**config.mk**
```make
export PLATFORM = sky130hd
export DESIGN_NAME = sort_arbiter
export DESIGN_NICKNAME = d
export VERILOG_FILES = /design/src/rtl/sort_arb_pkg.sv /design/src/rtl/sort_arbiter_rr_pick.sv /design/src/rtl/sort_arbiter.sv
export SDC_FILE = /design/constraint.sdc
export NUM_CORES = 1
export LEC_CHECK = 0
export ABC_AREA = 0
export BUFFER_PORTS_ARGS = -buffer_cell sky130_fd_sc_hd__buf_2
export CORE_AREA = 5 5 186 188
export DETAILED_ROUTE_END_ITERATION = 7
export DIE_AREA = 0 0 191 193
export MAX_ROUTING_LAYER = met4
export PLACE_DENSITY = 0.59
export SLEW_MARGIN = 20
export SYNTH_ARGS = -nofsm -noshare
export SYNTH_HDL_FRONTEND = slang
export SYNTH_SLANG_ARGS = --single-unit
```
**constraint.sdc**
```tcl
create_clock -name clk -period 1.65 [get_ports clk]
set_clock_uncertainty 0.2 [all_clocks]
set_input_delay 0 -clock clk [delete_from_list [all_inputs] [get_ports clk]]
set_output_delay 0 -clock clk [all_outputs]
set_load 0.02 [all_outputs]
```
**src/rtl/sort_arb_pkg.sv**
```systemverilog
`default_nettype none
// ============================================================================
//  Module      : sort_arb_pkg
//  Description : Shared lane geometry, FSM state encoding and a lane
//                extraction helper for the sort_arbiter block.
//  Revision    : 1.0 - initial release
// ============================================================================
package sort_arb_pkg;

    localparam int LANE_W = 8;
    localparam int NLANE  = 6;
    localparam int BUS_W  = NLANE * LANE_W;   // 48

    typedef enum logic [1:0] {
        IDLE = 2'd0,
        WAIT = 2'd1,
        RESP = 2'd2
    } state_t;

    // Extract 8-bit lane i (lane 0 = least significant byte) from a packed bus.
    function automatic logic [LANE_W-1:0] lane(input logic [BUS_W-1:0] bus,
                                               input int unsigned      i);
        return bus[i*LANE_W +: LANE_W];
    endfunction

endpackage
`default_nettype wire

```
**src/rtl/sort_arbiter_rr_pick.sv**
```systemverilog
`default_nettype none
// ============================================================================
//  Module      : rr_pick
//  Description : Combinational round-robin picker. Scans req upward from ptr
//                with wrap-around and reports the first set requester.
//  Ports       : req [NREQ]  - request vector
//                ptr [IDX_W] - highest-priority requester index
//                win [NREQ]  - one-hot winner (0 when no request)
//                idx [IDX_W] - binary winner index
//                any         - at least one request present
//  Revision    : 1.0 - initial release
// ============================================================================
module rr_pick #(
    parameter int NREQ  = 2,
    parameter int IDX_W = 1
) (
    input  logic [NREQ-1:0]  req,
    input  logic [IDX_W-1:0] ptr,
    output logic [NREQ-1:0]  win,
    output logic [IDX_W-1:0] idx,
    output logic             any
);

    // Offsets are visited from farthest to nearest so the requester closest
    // to ptr is the last one written and therefore wins.
    always_comb begin
        win = '0;
        idx = '0;
        any = 1'b0;
        for (int i = NREQ - 1; i >= 0; i--) begin
            for (int k = 0; k < NREQ; k++) begin
                if (((k == i + int'(ptr)) || (k == i + int'(ptr) - NREQ)) && req[k]) begin
                    win    = '0;
                    win[k] = 1'b1;
                    idx    = IDX_W'(k);
                    any    = 1'b1;
                end
            end
        end
    end

endmodule
`default_nettype wire

```
**src/rtl/sort_arbiter.sv**
```systemverilog
`default_nettype none
// ============================================================================
//  Module      : sort_arbiter
//  Description : Shares one external 6-lane sort unit between NREQ
//                requesters. Jobs are granted round-robin, the sorter is
//                driven from registers, and the sorted result is sampled
//                SORT_LAT+1 cycles after the sorter inputs update and returned
//                to the job owner with a one-cycle rsp_valid pulse.
//  Config      : SORT_ARB_LOCK_EN - adds req_lock; a locked owner that still
//                requests keeps priority for its next job.
//  Ports       : clk, reset (async, active-low)
//                req/req_aid/req_cnt   - per-requester job request and data
//                req_lock              - per-requester lock (SORT_ARB_LOCK_EN)
//                gnt                   - one-hot grant pulse
//                rsp_valid/rsp_aid/rsp_cnt - response pulse and held result
//                busy                  - job in flight
//                in_Aid_all/in_CNT_all - registered sorter inputs
//                out_Aid_all/out_CNT_all - sorter outputs
//  Revision    : 1.0 - initial release
// ============================================================================
module sort_arbiter
    import sort_arb_pkg::*;
#(
    parameter int NREQ     = 2,
    parameter int SORT_LAT = 0
) (
    input  logic                  clk,
    input  logic                  reset,
    input  logic [NREQ-1:0]       req,
    input  logic [NREQ*BUS_W-1:0] req_aid,
    input  logic [NREQ*BUS_W-1:0] req_cnt,
`ifdef SORT_ARB_LOCK_EN
    input  logic [NREQ-1:0]       req_lock,
`endif
    output logic [NREQ-1:0]       gnt,
    output logic [NREQ-1:0]       rsp_valid,
    output logic [BUS_W-1:0]      rsp_aid,
    output logic [BUS_W-1:0]      rsp_cnt,
    output logic                  busy,
    output logic [BUS_W-1:0]      in_Aid_all,
    output logic [BUS_W-1:0]      in_CNT_all,
    input  logic [BUS_W-1:0]      out_Aid_all,
    input  logic [BUS_W-1:0]      out_CNT_all
);

    localparam int IDX_W = (NREQ > 1) ? $clog2(NREQ) : 1;
    localparam int CNT_W = (SORT_LAT > 0) ? $clog2(SORT_LAT + 1) : 1;

    state_t             state_q,     state_d;
    logic [IDX_W-1:0]   ptr_q,       ptr_d;
    logic [IDX_W-1:0]   owner_q,     owner_d;
    logic [CNT_W-1:0]   cnt_q,       cnt_d;
    logic [NREQ-1:0]    gnt_q,       gnt_d;
    logic [NREQ-1:0]    rsp_valid_q, rsp_valid_d;
    logic [BUS_W-1:0]   rsp_aid_q,   rsp_aid_d;
    logic [BUS_W-1:0]   rsp_cnt_q,   rsp_cnt_d;
    logic               busy_q,      busy_d;
    logic [BUS_W-1:0]   in_aid_q,    in_aid_d;
    logic [BUS_W-1:0]   in_cnt_q,    in_cnt_d;

    logic [NREQ-1:0]    pick_win;
    logic [IDX_W-1:0]   pick_idx;
    logic               pick_any;
    logic [BUS_W-1:0]   job_aid;
    logic [BUS_W-1:0]   job_cnt;
    logic [IDX_W-1:0]   ptr_next;

    rr_pick #(
        .NREQ  (NREQ),
        .IDX_W (IDX_W)
    ) u_rr_pick (
        .req (req),
        .ptr (ptr_q),
        .win (pick_win),
        .idx (pick_idx),
        .any (pick_any)
    );

    // Winner's job data, selected by the one-hot pick.
    always_comb begin
        job_aid = '0;
        job_cnt = '0;
        for (int k = 0; k < NREQ; k++) begin
            if (pick_win[k]) begin
                job_aid = req_aid[k*BUS_W +: BUS_W];
                job_cnt = req_cnt[k*BUS_W +: BUS_W];
            end
        end
    end

    // Round-robin successor of the current owner.
    always_comb begin
        ptr_next = '0;
        if (owner_q != IDX_W'(NREQ - 1)) begin
            ptr_next = owner_q + IDX_W'(1);
        end
    end

    always_comb begin
        state_d     = state_q;
        ptr_d       = ptr_q;
        owner_d     = owner_q;
        cnt_d       = cnt_q;
        gnt_d       = '0;
        rsp_valid_d = '0;
        rsp_aid_d   = rsp_aid_q;
        rsp_cnt_d   = rsp_cnt_q;
        busy_d      = busy_q;
        in_aid_d    = in_aid_q;
        in_cnt_d    = in_cnt_q;

        case (state_q)
            IDLE: begin
                if (pick_any) begin
                    gnt_d    = pick_win;
                    in_aid_d = job_aid;
                    in_cnt_d = job_cnt;
                    owner_d  = pick_idx;
                    cnt_d    = CNT_W'(SORT_LAT);
                    busy_d   = 1'b1;
                    state_d  = WAIT;
                end
            end
            WAIT: begin
                // The first WAIT cycle is already one cycle after in_* update,
                // so a zero count samples a combinational sorter directly.
                if (cnt_q != '0) begin
                    cnt_d = cnt_q - CNT_W'(1);
                end else begin
                    rsp_aid_d = out_Aid_all;
                    rsp_cnt_d = out_CNT_all;
                    state_d   = RESP;
                end
            end
            RESP: begin
                for (int k = 0; k < NREQ; k++) begin
                    rsp_valid_d[k] = (owner_q == IDX_W'(k));
                end
                ptr_d   = ptr_next;
`ifdef SORT_ARB_LOCK_EN
                // Keeping ptr on the owner makes it first in line next IDLE.
                if (req_lock[owner_q] && req[owner_q]) begin
                    ptr_d = owner_q;
                end
`endif
                busy_d  = 1'b0;
                state_d = IDLE;
            end
            default: begin
                state_d = IDLE;
            end
        endcase
    end

    always_ff @(posedge clk or negedge reset) begin
        if (!reset) begin
            state_q     <= IDLE;
            ptr_q       <= '0;
            owner_q     <= '0;
            cnt_q       <= '0;
            gnt_q       <= '0;
            rsp_valid_q <= '0;
            rsp_aid_q   <= '0;
            rsp_cnt_q   <= '0;
            busy_q      <= 1'b0;
            in_aid_q    <= '0;
            in_cnt_q    <= '0;
        end else begin
            state_q     <= state_d;
            ptr_q       <= ptr_d;
            owner_q     <= owner_d;
            cnt_q       <= cnt_d;
            gnt_q       <= gnt_d;
            rsp_valid_q <= rsp_valid_d;
            rsp_aid_q   <= rsp_aid_d;
            rsp_cnt_q   <= rsp_cnt_d;
            busy_q      <= busy_d;
            in_aid_q    <= in_aid_d;
            in_cnt_q    <= in_cnt_d;
        end
    end

    assign gnt        = gnt_q;
    assign rsp_valid  = rsp_valid_q;
    assign rsp_aid    = rsp_aid_q;
    assign rsp_cnt    = rsp_cnt_q;
    assign busy       = busy_q;
    assign in_Aid_all = in_aid_q;
    assign in_CNT_all = in_cnt_q;

endmodule
`default_nettype wire

```
==> impl_metrics.toml <==
[global_routing]
number_of_global_route_vias_before_repair = 10800
grt_overflow_total = 0
gr-usage-all-layers_pct = 19.7
largest_net_degree_at_the_start_of_global_routing = 82
grt_pass1_wl_mm = 57.6
number_of_antenna_violations_at_the_first_check_in_global_routing = 3

[placement]
place.port_buffers = 488
dp.cells = 1783
post-dp-hpwl_mm = 23.8
gp_congestion = 0.824

[floorplan]
horizontal_die_dimension_um = 191
num_rows = 67
ios = 489
floorplan.initialDensity_pct = 25.9
die_y_um = 193
floorplan.die_area_um2 = 36900
core_region_area_um2 = 32900

[logic_synthesis]
number_of_warnings_issued_by_yosys = 0
most_common_cell_in_the_synthesized_netlist = "sky130_fd_sc_hd__nand2_1"
yosys.area.top_type = "sky130_fd_sc_hd__dfrtp_1"
synthesis.nets = 1172
synthArstFlopShare_pct = 100
post_synth_main_area_contributors = "sky130_fd_sc_hd__dfrtp_1 59%, sky130_fd_sc_hd__nand2_1 13%, sky130_fd_sc_hd__a32oi_1 9.8%"
synthesis.area_um2 = 8540
netlist_top_cells_count = "290 x sky130_fd_sc_hd__nand2_1, 201 x sky130_fd_sc_hd__dfrtp_1, 162 x sky130_fd_sc_hd__a21oi_1"
post_synth_num_cell_types = 19
syn_avg_cell_area_um2 = 9.71
synth-edff-count = 0
synth_top_area_share_pct = 58.9
ys.flop_type = "sky130_fd_sc_hd__dfrtp_1"
yosys_register_bits = 201
ys_seq_area_share_pct = 58.9
post_synth_inst_count = 880

[critical_path]
critical_path_fanouts_max = 29
startpoint_type = "flip-flop"
critical_path_required_ps = 1870
worstPathCellList = "a21boi_4 -> buf_12 -> buf_12 -> a32oi_1 -> a21oi_1"
critical-path-slowest-cell = "sky130_fd_sc_hd__dfrtp_1"
end_kind = "flip-flop"
critPathArrivalTime_ps = 1820
criticalPathCategory = "reg2reg"
worst_path_largest_cell_delay_ps = 420
r2r_setup_slack_ps = 40
cp_top_family = "compound AO/OA/AOI/OAI gates"
timing.critical_path.buf_inv = 2
crit_path_frequent_cell = "sky130_fd_sc_hd__buf_12"

[route]
1st_iter_drt_viols = 462
drc = 0
final_antenna_net_count = 0
vias_per_cell = 4.83
wl_mm = 38.0
drt-pass1-iter-count = 6
via_count = 10300
wire_per_inst_um = 17.8

[cts]
worst_skew_pair.late_latency_ps = 500
h-tree-depth = 1
root_buffer = "sky130_fd_sc_hd__clkbuf_16"
cts.clk_slew.worst_paths_ps = 60
tritoncts = "done"
cts.path.max_buffers = 3
cts.sinks = 201
cts_inserted_buffers = 23

[run]
max_cap_viol_count = 0

[final_layout]
syn_to_layout_area_delta_pct = 82.7
layout.nets = 1955
finish.utilization_pct = 47.4
layout-drive-gt1-share_pct = 37.0
layout.cells.non_filler = 2130

[min_path]
worst_hold_path_type = "in2reg"

[timing]
tightestPinTransition_ps = 575
rsz0062_at_grt = "true"
relSlewSlack_pct = 61.7
max_freq_mhz = 622
fin_crit_ps = 1610
final_max_slew_viol_count = 0
finalHoldViolCount = 0
fin_tns_setup_ps = 0
setup_viol_count_final = 0
final_clock_period_utilization_by_the_worst_path_pct = 97.4

[pwr]
power_density_nw_per_um2 = 1810
cellLeakagePower_uw = 0.00767
vdd.ir_drop.worst_uv = 1200

[run_status]
outcome = "finished, final reports clean"
[sequential cells by signal (all words and copies together) (netlist names)]
register,count
busy,1
gnt,2
in_Aid_all,48
in_CNT_all,48
owner_q,1
ptr_q,1
rsp_aid,48
rsp_cnt,48
rsp_valid,2
state_q,2
[cells in the final DEF (no fill, tap or decap)]
master	synthesis	final
sky130_fd_sc_hd__and2_1	2	2
sky130_fd_sc_hd__nor2_4	1	1
sky130_fd_sc_hd__inv_2	2	1
sky130_fd_sc_hd__nand2b_1	3	1
sky130_fd_sc_hd__or2_4	0	1
sky130_fd_sc_hd__diode_2	0	7
sky130_fd_sc_hd__and3_1	1	1
sky130_fd_sc_hd__bufinv_16	0	3
sky130_fd_sc_hd__nand2_1	290	290
sky130_fd_sc_hd__a21oi_1	162	160
sky130_fd_sc_hd__buf_8	0	1
sky130_fd_sc_hd__buf_12	0	13
sky130_fd_sc_hd__dfrtp_2	0	1
sky130_fd_sc_hd__a21oi_2	30	32
sky130_fd_sc_hd__clkbuf_8	0	7
sky130_fd_sc_hd__nor2b_1	1	1
sky130_fd_sc_hd__clkbuf_16	0	24
sky130_fd_sc_hd__a21boi_4	0	1
sky130_fd_sc_hd__nand2b_4	0	2
sky130_fd_sc_hd__a21o_1	1	1
sky130_fd_sc_hd__buf_16	0	1
sky130_fd_sc_hd__nand2_4	1	1
sky130_fd_sc_hd__buf_6	6	2
sky130_fd_sc_hd__a32oi_1	96	96
sky130_fd_sc_hd__buf_4	0	36
sky130_fd_sc_hd__dfrtp_1	201	200
sky130_fd_sc_hd__buf_2	31	486
sky130_fd_sc_hd__nor2_1	3	3
sky130_fd_sc_hd__dlygate4sd3_1	0	301
sky130_fd_sc_hd__clkinv_2	0	6
[through the flow]
| step | hold WS [ps] | total power [uW] | cell area, um2 | setup slack, ps |
|---|---|---|---|---|
| 2_1_floorplan | -496 | 16800 | 8540 | 73.2 |
| 3_3_place_gp | -235 | 22000 | 11700 | 84.2 |
| 3_5_place_dp | -231 | 22200 | 11700 | 62.7 |
| 4_1_cts | 0.386 | 28100 | 15500 | 50.2 |
| 5_1_grt | 33.0 | 30100 | 15600 | -5.64 |
| 6_report | 23.0 | 28300 | 15600 | 42.6 |
[kinds of logic after synthesis]
logic type	share of synthesized area, %
compound gates	22.6
simple gates	13.7
buf+inv	4.76
flops	58.9
[worst reg2reg max path, cell delays in order (launching register included)]
cell	delay, ps
sky130_fd_sc_hd__dfrtp_1	420
sky130_fd_sc_hd__a21boi_4	210
sky130_fd_sc_hd__buf_12	210
sky130_fd_sc_hd__buf_12	190
sky130_fd_sc_hd__a32oi_1	80
sky130_fd_sc_hd__a21oi_1	200
[path summary, 6_finish.rpt]
path / startpoint / endpoint / depth (start not counted)
setup / recovery: ptr_q / in_Aid_all[43] / 5
hold / removal: out_Aid_all[18] / rsp_aid[18] / 4
setup reg to reg: ptr_q / in_Aid_all[43] / 5
hold reg to reg: rsp_cnt[5] / rsp_cnt[5] / 2
max in group asynchronous: reset / rsp_aid[36] / 4
min in group asynchronous: reset / in_CNT_all[45] / 3
[where the power goes]
part	internal [uW]	switching, uW
Clock	3250	2000
Sequential	7450	1440
Combinational	5120	9020
Total	15800	12500
[layout make-up]
class	count	area (um2)
Fill cell	2925	17300
Multi-Input combinational cell	593	3140
Timing Repair Buffer	842	6080
Tap cell	448	561
Clock buffer	29	658
Antenna cell	7	17.5
Clock inverter	8	115
Inverter	2	8.76
Sequential cell	201	5030
[per-layer routing]
| layer | routed length, um | vias up | track usage (%) |
|---|---|---|---|
| met2 | 17400 | 660 | 31.1 |
| met5 | 0 | - | - |
| li1 | - | 4650 | - |
| met1 | 14500 | 4809 | 23.5 |
| met3 | 3640 | 176 | 4.61 |
| met4 | 2370 | 0 | 10.8 |
[timing repair]
item	CTS	global route
resized for setup	0	8
buffers inserted	0	1
hold endpoints to repair	396	0
setup endpoints to repair	0	65
hold buffers	301	0
Note: power is estimated with default switching activity, not from simulation.
